==> src/rtl/pitch_track_select_pkg.sv <==
// Shared constants for the pitch tracker: widths, the equal-tempered note
// period table (A3..A5 at fs = 61035.15625 Hz) and the nearest-note search.
package pitch_pkg;

  localparam int W     = 16;
  localparam int NOTES = 25;

  localparam logic [4:0] NOTE_NONE = 5'd31;

  // Periods in samples, strictly decreasing from A3 (index 0) to A5 (index 24).
  localparam logic [W-1:0] NOTE_PER [0:NOTES-1] = '{
    16'd277, 16'd262, 16'd247, 16'd233, 16'd220, 16'd208, 16'd196, 16'd185,
    16'd175, 16'd165, 16'd156, 16'd147, 16'd139, 16'd131, 16'd124, 16'd117,
    16'd110, 16'd104, 16'd98,  16'd93,  16'd87,  16'd82,  16'd78,  16'd73,
    16'd69
  };

  typedef enum logic {
    TRK_WAIT,
    TRK_ARMED
  } track_state_t;

  typedef struct packed {
    logic [4:0]   ind;
    logic [W-1:0] per;
  } note_t;

  function automatic logic [W:0] abs_diff(input logic [W-1:0] a, input logic [W-1:0] b);
    logic [W:0] ea;
    logic [W:0] eb;
    ea = {1'b0, a};
    eb = {1'b0, b};
    return (ea >= eb) ? (ea - eb) : (eb - ea);
  endfunction

  // Scanning from the largest period and replacing only on a strictly smaller
  // distance makes ties resolve to the lower note.
  function automatic note_t nearest_note(input logic [W-1:0] p);
    note_t      best;
    logic [W:0] best_d;
    logic [W:0] d;
    best.ind = 5'd0;
    best.per = NOTE_PER[0];
    best_d   = abs_diff(p, NOTE_PER[0]);
    for (int k = 1; k < NOTES; k++) begin
      d = abs_diff(p, NOTE_PER[k]);
      if (d < best_d) begin
        best.ind = 5'(k);
        best.per = NOTE_PER[k];
        best_d   = d;
      end
    end
    return best;
  endfunction

endpackage

==> src/rtl/pitch_track_select_if.sv <==
// Audio-in / pitch-out bundle of the pitch tracker; the slave modport is the
// tracker itself, the master modport is whoever feeds and consumes it.
interface pitch_track_select_if;
  import pitch_pkg::*;

  logic [W-1:0] in;
  logic         enable;
  logic [11:0]  step;
  logic [7:0]   limit;
  logic [W-1:0] wave;
  logic [W-1:0] period;
  logic         period_valid;
  logic [4:0]   note_ind;
  logic [W-1:0] note_per;

  modport master (
    output in, enable, step, limit,
    input  wave, period, period_valid, note_ind, note_per
  );

  modport slave (
    input  in, enable, step, limit,
    output wave, period, period_valid, note_ind, note_per
  );

endinterface

==> src/rtl/pitch_track_select_tone_dds.sv <==
// Square-wave test tone: 20-bit phase accumulator wrapping at limit<<12,
// output high for the first half of each cycle.
module tone_dds
  import pitch_pkg::*;
(
  input  logic         clock,
  input  logic         reset,
  input  logic         enable,
  input  logic [11:0]  step,
  input  logic [7:0]   limit,
  output logic [W-1:0] wave
);

  logic [19:0] acc;
  logic [19:0] acc_next;
  logic [19:0] m;
  logic [20:0] s;
  logic [20:0] d;

  assign m = {limit, 12'd0};

  always_comb begin
    s        = {1'b0, acc} + {9'd0, step};
    d        = s - {1'b0, m};
    acc_next = s[19:0];
    if (s >= {1'b0, m}) begin
      acc_next = (d >= {1'b0, m}) ? 20'd0 : d[19:0];
    end
  end

  // A zero modulus keeps the phase at 0, which must read as the high half.
  always_ff @(posedge clock or negedge reset) begin
    if (!reset) begin
      acc  <= 20'd0;
      wave <= '0;
    end else if (enable) begin
      acc  <= acc_next;
      wave <= ((limit == 8'd0) || (acc < (m >> 1))) ? 16'h3FFF : 16'hC000;
    end
  end

endmodule

==> src/rtl/pitch_track_select.sv <==
// Zero-crossing period meter with nearest-note snapping for the autotune path.
// Define DDS_TONE_EN to analyse an internal test tone instead of the input.
module pitch_track_select
  import pitch_pkg::*;
(
  input  logic               clock,
  input  logic               reset,
  pitch_track_select_if.slave bus
);

  logic [W-1:0] x;
  logic         prev_neg;
  logic         crossing;
  logic         publish;
  logic [W-1:0] cnt;
  logic [W-1:0] period_r;
  logic         period_valid_r;
  logic [4:0]   note_ind_r;
  logic [W-1:0] note_per_r;
  note_t        sel;
  track_state_t state;
  track_state_t state_next;

`ifdef DDS_TONE_EN
  logic [W-1:0] tone;
  logic         unused_in;

  tone_dds u_dds (
    .clock  (clock),
    .reset  (reset),
    .enable (bus.enable),
    .step   (bus.step),
    .limit  (bus.limit),
    .wave   (tone)
  );

  assign x         = tone;
  assign bus.wave  = tone;
  assign unused_in = ^bus.in;
`else
  logic unused_dds_cfg;

  assign x              = bus.in;
  assign bus.wave       = '0;
  assign unused_dds_cfg = ^{bus.enable, bus.step, bus.limit};
`endif

  assign crossing = prev_neg & ~x[W-1];

  always_ff @(posedge clock or negedge reset) begin
    if (!reset) begin
      state <= TRK_WAIT;
    end else begin
      state <= state_next;
    end
  end

  // The first crossing only establishes a phase reference.
  always_comb begin
    state_next = state;
    publish    = 1'b0;
    if (crossing) begin
      state_next = TRK_ARMED;
      publish    = (state == TRK_ARMED);
    end
  end

  // cnt restarts at 1 on the crossing sample, so at the next crossing it holds
  // the full period in samples; saturation reports silence as 0xFFFF.
  always_ff @(posedge clock or negedge reset) begin
    if (!reset) begin
      prev_neg       <= 1'b0;
      cnt            <= '0;
      period_r       <= '0;
      period_valid_r <= 1'b0;
    end else begin
      prev_neg <= x[W-1];
      if (crossing) begin
        cnt <= 16'd1;
      end else if (cnt != 16'hFFFF) begin
        cnt <= cnt + 16'd1;
      end
      if (publish) begin
        period_r       <= cnt;
        period_valid_r <= 1'b1;
      end
    end
  end

  always_comb begin
    sel = nearest_note(period_r);
  end

  always_ff @(posedge clock or negedge reset) begin
    if (!reset) begin
      note_ind_r <= NOTE_NONE;
      note_per_r <= '0;
    end else if (period_r == '0) begin
      note_ind_r <= NOTE_NONE;
      note_per_r <= '0;
    end else begin
      note_ind_r <= sel.ind;
      note_per_r <= sel.per;
    end
  end

  assign bus.period       = period_r;
  assign bus.period_valid = period_valid_r;
  assign bus.note_ind     = note_ind_r;
  assign bus.note_per     = note_per_r;

endmodule

==> src/flat_wrapper.sv <==
// flat-port wrapper written by rule: the top's interface ports become plain ports
module pitch_track_select_flat import pitch_pkg::*;
  (clock, reset, bus_in, bus_enable, bus_step, bus_limit, bus_wave, bus_period, bus_period_valid, bus_note_ind, bus_note_per);
  pitch_track_select_if bus_i ();
  input  logic clock;
  input  logic reset;
  input wire logic [$bits(bus_i.in)-1:0] bus_in;
  input wire logic [$bits(bus_i.enable)-1:0] bus_enable;
  input wire logic [$bits(bus_i.step)-1:0] bus_step;
  input wire logic [$bits(bus_i.limit)-1:0] bus_limit;
  output wire logic [$bits(bus_i.wave)-1:0] bus_wave;
  output wire logic [$bits(bus_i.period)-1:0] bus_period;
  output wire logic [$bits(bus_i.period_valid)-1:0] bus_period_valid;
  output wire logic [$bits(bus_i.note_ind)-1:0] bus_note_ind;
  output wire logic [$bits(bus_i.note_per)-1:0] bus_note_per;
  assign bus_i.in = bus_in;
  assign bus_i.enable = bus_enable;
  assign bus_i.step = bus_step;
  assign bus_i.limit = bus_limit;
  assign bus_wave = bus_i.wave;
  assign bus_period = bus_i.period;
  assign bus_period_valid = bus_i.period_valid;
  assign bus_note_ind = bus_i.note_ind;
  assign bus_note_per = bus_i.note_per;
  pitch_track_select u_core (.clock(clock), .reset(reset), .bus(bus_i));
endmodule
==> config.mk <==
export PLATFORM = sky130hd
export DESIGN_NAME = pitch_track_select_flat
export DESIGN_NICKNAME = d
export VERILOG_FILES = /design/src/rtl/pitch_track_select_pkg.sv /design/src/rtl/pitch_track_select_if.sv /design/src/rtl/pitch_track_select_tone_dds.sv /design/src/rtl/pitch_track_select.sv /design/src/flat_wrapper.sv
export SDC_FILE = /design/constraint.sdc
export NUM_CORES = 1
export LEC_CHECK = 0
export BUFFER_PORTS_ARGS = -buffer_cell sky130_fd_sc_hd__clkbuf_2
export CAP_MARGIN = 10
export CELL_PAD_IN_SITES_DETAIL_PLACEMENT = 0
export CELL_PAD_IN_SITES_GLOBAL_PLACEMENT = 2
export CORE_AREA = 2 2 279 281
export CTS_CLUSTER_SIZE = 12
export DETAILED_ROUTE_END_ITERATION = 16
export DIE_AREA = 0 0 281 283
export GPL_TIMING_DRIVEN = 0
export PLACE_DENSITY_LB_ADDON = 0.1
export SYNTH_ARGS = -nofsm -noshare
export SYNTH_HDL_FRONTEND = slang
export SYNTH_HIERARCHICAL = 1
export SYNTH_SLANG_ARGS = --single-unit
==> constraint.sdc <==
create_clock -name clock -period 86 [get_ports clock]
set_input_delay 12.9 -clock clock [delete_from_list [all_inputs] [get_ports clock]]
set_output_delay 12.9 -clock clock [all_outputs]
set_load 0.02 [all_outputs]
==> summary.md, run 1 <==
| Metric | Value |
|---|---|
| Run status | finished clean |
| Min Clock Period, post-route | 80.04 ns |
| Final setup viols | 0 |
| Initial Util | 0.347 |
| Clock transition at the registers of the reported paths | 0.07 ns |
| Ys async rst share | 1.00 |
| Die W | ~280 um |
| Wire length per cell | roughly 29 um |
| Port bufs | 33 |
| H-tree levels | 2 |
| Iteration-0 DRC Markers | approximately 3,200 |
| Total gr overflow | 0 |
| CTS root buf | clkbuf_16 |
| CP max FO | 15 |
| Layout fillers | ~8,500 |
| Worst Path Required | 86.20 ns |
| Cell area after placement | around 28,000 um2 |
| Via count | 30,800 |
| Max_cap viols | 0 |
| Fin area | roughly 29,000 um2 |
| Mean post-synth cell area | about 6.7 um2 |
| Layout cells sized above 1 | 0.0562 |
| Post-synth cell types | ~120 |
| CTS tree | yes |
| # hold bufs at CTS | 0 |
| Largest net degree at the start of global routing | 36 |
| Worst Path Buf+Inv | 54 |
| RSZ-0062 raised after global routing | no |
| Dpl ws | between 7 and 8 ns |
| Slew headroom | 0.0167 |
| Die Height | around 280 um |
| Hold path depth | 1 |
| Fmax | roughly 12 MHz |
| Primary FF master, synth | dfrtp_1 |
| Hpwl dp | roughly 120 mm |
| WP data arrival | about 80 ns |
| Worst-Skew Late Latency | ~0.3 ns |
| GRT Total Usage | 0.355 |
| CP max stage delay | between 0.7 and 0.8 ns |
| PostCTS Resize Cnt | 0 |
| Yosys warns | 6 |
| Period utilization | 0.931 |
| CTS buffer count | 5 |
| WL final | roughly 150 mm |
| HP Start | u_core/state |
| Seq/Total Area, Yosys | 0.0463 |
| First-pass GRT wire length | 208 mm |
| Reg-to-Reg Start | u_core/bus.period[3] |
| CTS max path bufs | 2 |
| Post-CTS Setup Inserts | 0 |
| Core ar. | around 77,000 um2 |
| R2R depth | between 300 and 400 |
| Gpl congestion | roughly 1.0 |
| Site row count | roughly 100 |
| Initial antenna violation count | 8 |
| Worst Skew | between 0.005 and 0.006 ns |
| Io pins | 93 |
| Synth Cell Area | around 27,000 um2 |
| Crit path launch type | register |
| Vias per cell | between 6 and 7 |
| Actual slew at the worst max-slew pin | ~1.5 ns |
| P&R area growth vs syn | 7.13% |
| Vias in the first global route | ~29,000 |
| ANT nets after route | 0 |
| Worst r2r dst | u_core/bus.note_per[2] |
| Final TNS setup | 0 ns |
| DRC Markers | 0 |
| Fin. max-slew vios | 0 |
| Cell mode on critical path | a21oi_1 |
| Worst min path class | reg2reg |
| Cells after Synth | about 4,000 |
| Worst Hold Path EP | u_core/state |
| CP max-delay cell | a21boi_0 |
| Crit path max-delay family | compound AO/OA/AOI/OAI gates |
| Drt first pass iters | 6 |
| Crit end category | register |
| #FFs+latches synth | between 40 and 50 |
| # clock sinks | roughly 50 |
| Number of synthesized flops with an enable pin | 0 |
| Die ar. | approximately 80,000 um2 |
| Reg2reg setup slack | around 6 ns |
| Final Hold Vio Count | 0 |
| CP Class | reg2reg |
| Final WS setup | roughly 6.0 ns |
| Fin nets | roughly 4,500 |
layout make-up:
| type | count | area, um2 | share of cell area |
|---|---|---|---|
| inverters | 163 | 612 | 0.0214 |
| clock buffers | 5 | 125 | 0.00439 |
| multi-input cells | 3545 | 23800 | 0.835 |
| well taps | 1040 | 1300 | 0.0456 |
| diodes | 2 | 5.00 | 0.000175 |
| flip-flops and latches | 49 | 1230 | 0.0432 |
| clock inverters | 2 | 13.8 | 0.000482 |
| repair buffers | 46 | 354 | 0.0124 |
| plain buffers | 250 | 1070 | 0.0374 |
state kept, by name (all words and copies together) (netlist names):
signal                   cells
u_core/bus.note_per          9
u_core/cnt                  16
u_core/bus.period           16
u_core/state                 1
u_core/bus.period_valid      1
u_core/prev_neg              1
u_core/bus.note_ind          5
through the flow:
stage / hold WS, ns / utilization / instances
after floorplan: 0.435 / - / 4009
after global placement: 0.454 / 0.367 / 5082
after detailed placement: 0.455 / 0.370 / 5092
after CTS: 0.472 / 0.371 / 5099
after global routing: 0.523 / 0.372 / 5101
final: 0.467 / 0.372 / 5102
worst register-to-register path, delay by kind of cell (launching register included):
kind / cells / cell delay (ns)
compound gates: 156 / 36.34
buf+inv: 54 / 18.36
simple gates: 106 / 16.57
fa+ha+maj: 26 / 7.53
mux: 2 / 0.57
flops: 1 / 0.55
kinds of logic (layout without fill, tap and decap cells):
logic type,after synthesis,in the layout,synth area share
other cells,1,25,0.000141
mux,161,161,0.0644
simple gates,1364,1364,0.236
compound gates,1271,1271,0.296
xor+xnor,339,339,0.112
fa+ha+maj,387,387,0.182
flops,49,49,0.0463
buf+inv,415,466,0.0632
per-layer routing:
metal / global-route usage / part of all wire / vias up
met1: 0.480 / 0.44 / 14700
met2: 0.563 / 0.44 / 1345
met5: 0 / 0.00018 / -
met3: 0.0459 / 0.072 / 315
met4: 0.151 / 0.050 / 4
li1: - / - / 14500
cell usage after synthesis, types with 58 or more instances:
cell type	n	area share
inv_1	159	0.022
nor2_1	470	0.066
nand4_1	72	0.017
nand3_1	69	0.013
nand2_1	405	0.057
a21oi_1	419	0.079
mux2i_1	94	0.035
a31oi_1	58	0.014
o21ai_0	333	0.063
ha_1	386	0.18
a21o_1	127	0.036
mux2_2	61	0.026
xnor2_1	246	0.081
nor3_1	60	0.011
xor2_1	93	0.031
clkbuf_1	168	0.024
cell usage in the layout, fill, tap and decap left out, drive strengths merged, types with 9 or more instances in the layout:
master,n
clkbuf,207
a211oi,27
dfrtp,44
mux2,64
and2,45
nand3,69
nor2b,54
or3,35
o2111ai,10
a31o,13
xor2,93
nor2,472
xnor2,246
o211ai,35
nand2,406
a2111oi,12
nor3,61
a21oi,422
a31oi,59
o21ai,354
nand4,72
mux2i,97
o21a,31
conb,23
a21boi,16
buf,94
nor4,13
o31ai,31
or2,17
o22ai,11
a21o,127
inv,162
a211o,10
and3,37
ha,386
a221oi,9
nand2b,54
how the worst max path moves through the flow:
stage	startpoint	to	slack, ns	depth (start not counted)
4_1_cts	u_core/bus.period[3]	u_core/bus.note_per[2]	6.81	343
5_1_grt	u_core/bus.period[3]	u_core/bus.note_per[7]	0.02	343
3_3_place_gp	u_core/bus.period[3]	u_core/bus.note_per[3]	6.22	338
2_1_floorplan	u_core/bus.period[3]	u_core/bus.note_per[0]	25.41	341
6_report	u_core/bus.period[3]	u_core/bus.note_per[2]	5.96	344
3_5_place_dp	u_core/bus.period[3]	u_core/bus.note_per[8]	7.22	341
Power of run 1 is left out: the tool's default activity adds up to more than one toggle a clock period on the data nets, which glitch-free logic cannot reach.
==> run 2: changes to the inputs <==
==> constraint.sdc (replaced) <==
create_clock -name clock -period 83.2 [get_ports clock]
set_input_delay 12.48 -clock clock [delete_from_list [all_inputs] [get_ports clock]]
set_output_delay 12.48 -clock clock [all_outputs]
set_load 0.02 [all_outputs]
==> run 2 against run 1 <==
Clock-buffer cell count is the same. Utilization about the same. Critical path type unchanged. Global-route usage is the same. Final cell count barely moved.
==> summary.md, run 2 (synthesis results as in run 1) <==
| Metric | Value |
|---|---|
| Clock transition at the registers of the reported paths | 0.07 ns (about the same) |
| Final setup viols | 0 (unchanged) |
| Reg-to-Reg Start | u_core/bus.period[0] |
| Placed Instances | 5,092 (unchanged) |
| Worst Path Buf+Inv | 50 (-7.4%) |
| Worst min path class | reg2reg |
| Period utilization | 0.928 (-0.00235) |
| H-tree levels | 2 (unchanged) |
| P&R area growth vs syn | 7.27% |
| Vias per cell | 6.05 (about the same) |
| CP max-delay cell | a21oi_1 |
| Core ar. | 76,700 um2 (unchanged) |
| CP Class | reg2reg |
| Slew headroom | 0.0368 (+0.0201) |
| Fmax | 12.9 MHz (+3.6%) |
| Worst Skew | 0.00585 ns (+0.000277 ns) |
| Worst Path Required | 83.40 ns (-2.80 ns) |
| GRT Total Usage | 0.355 (unchanged) |
| Die W | 281 um (unchanged) |
| Vias in the first global route | 29,100 (unchanged) |
| CTS buffer count | 5 (unchanged) |
| Largest net degree at the start of global routing | 36 (unchanged) |
| Fin cells | 5,103 (+0.020%) |
| Commonest non-fill, non-tap cell in the layout | nor2_1 |
| Run status | finished clean |
| Actual slew at the worst max-slew pin | 1.44 ns (-0.0301 ns) |
| Die ar. | 79,500 um2 (unchanged) |
| Crit end category | register |
| Hpwl dp | 119 mm (unchanged) |
| Iteration-0 DRC Markers | 3,075 (-3.2%) |
| WP data arrival | 77.44 ns (-2.81 ns) |
| CTS tree | yes |
| ANT nets after route | 0 (unchanged) |
| Crit path max-delay family | compound AO/OA/AOI/OAI gates |
| WL final | 146 mm (about the same) |
| CP max stage delay | 1.09 ns (+0.36 ns) |
| Fin. max-slew vios | 0 (unchanged) |
| Post-CTS Setup Inserts | 0 (unchanged) |
| HP Start | u_core/state |
| First-pass GRT wire length | 208 mm (unchanged) |
| Drt first pass iters | 7 (+1) |
| Final TNS setup | 0 ns (unchanged) |
| CP max FO | 10 (-5) |
| Final Hold Vio Count | 0 (unchanged) |
| Most frequent cells in the layout | nor2_1 (469), a21oi_1 (419), nand2_1 (405) |
| Total gr overflow | 0 (unchanged) |
| Cell area after placement | 28,300 um2 (unchanged) |
| Initial antenna violation count | 8 (unchanged) |
| Cell mode on critical path | a21oi_1 |
| Gpl congestion | 1.03 (unchanged) |
| # clock sinks | 49 (unchanged) |
| Worst-Skew Late Latency | 0.30 ns (about the same) |
| Crit path launch type | register |
| Via count | 30,900 (+0.12%) |
| Io pins | 93 (unchanged) |
| Die Height | 283 um (unchanged) |
| Port bufs | 33 (unchanged) |
| Site row count | 102 (unchanged) |
| # hold bufs at CTS | 0 (unchanged) |
| DRC Markers | 0 (unchanged) |
| CTS root buf | clkbuf_16 |
| Initial Util | 0.347 (unchanged) |
| Min Clock Period, post-route | 77.24 ns (-2.80 ns) |
| Layout cells sized above 1 | 0.0596 (+0.00343) |
| Max_cap viols | 0 (unchanged) |
| Fin area | 28,600 um2 (+0.13%) |
| Fin nets | 4,486 (+0.022%) |
| Worst setup startpoint | u_core/bus.period[0] |
| CTS max path bufs | 2 (unchanged) |
| Wire length per cell | 28.6 um (about the same) |
| RSZ-0062 raised after global routing | no |
-- run 2: cell count changes in the layout (fill, tap and decap cells not counted), sizes merged --
| cell | delta |
|---|---|
| buf | -3 |
| clkbuf | +4 |
-- run 2: worst paths after layout --
kind                       cells after the start  slack (ns)                      to
hold / removal                                 1        0.47            u_core/state
setup reg to reg                             341        5.96  u_core/bus.note_per[2]
hold reg to reg                                1        0.47            u_core/state
setup / recovery                             341        5.96  u_core/bus.note_per[2]
min in group asynchronous                      1       12.09  u_core/bus.note_per[8]
max in group asynchronous                      2       70.60   u_core/bus.period[14]
-- run 2: routing by layer --
metal  vias to the layer above  GRT usage  wire length [um]
li1                      14500          -                 -
met5                         -          0                26
met1                     14700      0.480             64100
met3                       326     0.0459             10300
met4                         4      0.151              7410
met2                      1413      0.563             64300
-- run 2: cell type report --
class | instances | area (um2)
multi-input cells | 3545 | 23800
flip-flops and latches | 49 | 1230
repair buffers | 46 | 354
diodes | 2 | 5.00
well taps | 1040 | 1300
fillers | 8477 | 48100
plain buffers | 251 | 1080
inverters | 163 | 612
clock buffers | 5 | 125
clock inverters | 2 | 13.8
-- run 2: timing repair --
item | CTS | global route
endpoints found under the hold margin | 0 | 0
gates resized for setup | 0 | 29
setup endpoints to repair | 0 | 14
-- run 2: per-stage QoR --
step           setup slack, ns  hold WS [ns]   util
3_3_place_gp              3.42         0.454  0.367
3_5_place_dp              4.42         0.455  0.370
5_1_grt                 0.0931         0.523  0.372
2_1_floorplan            22.61         0.435      -
4_1_cts                   4.01         0.472  0.371
6_report                  5.96         0.467  0.372
Power of run 2 is left out for the same reason.
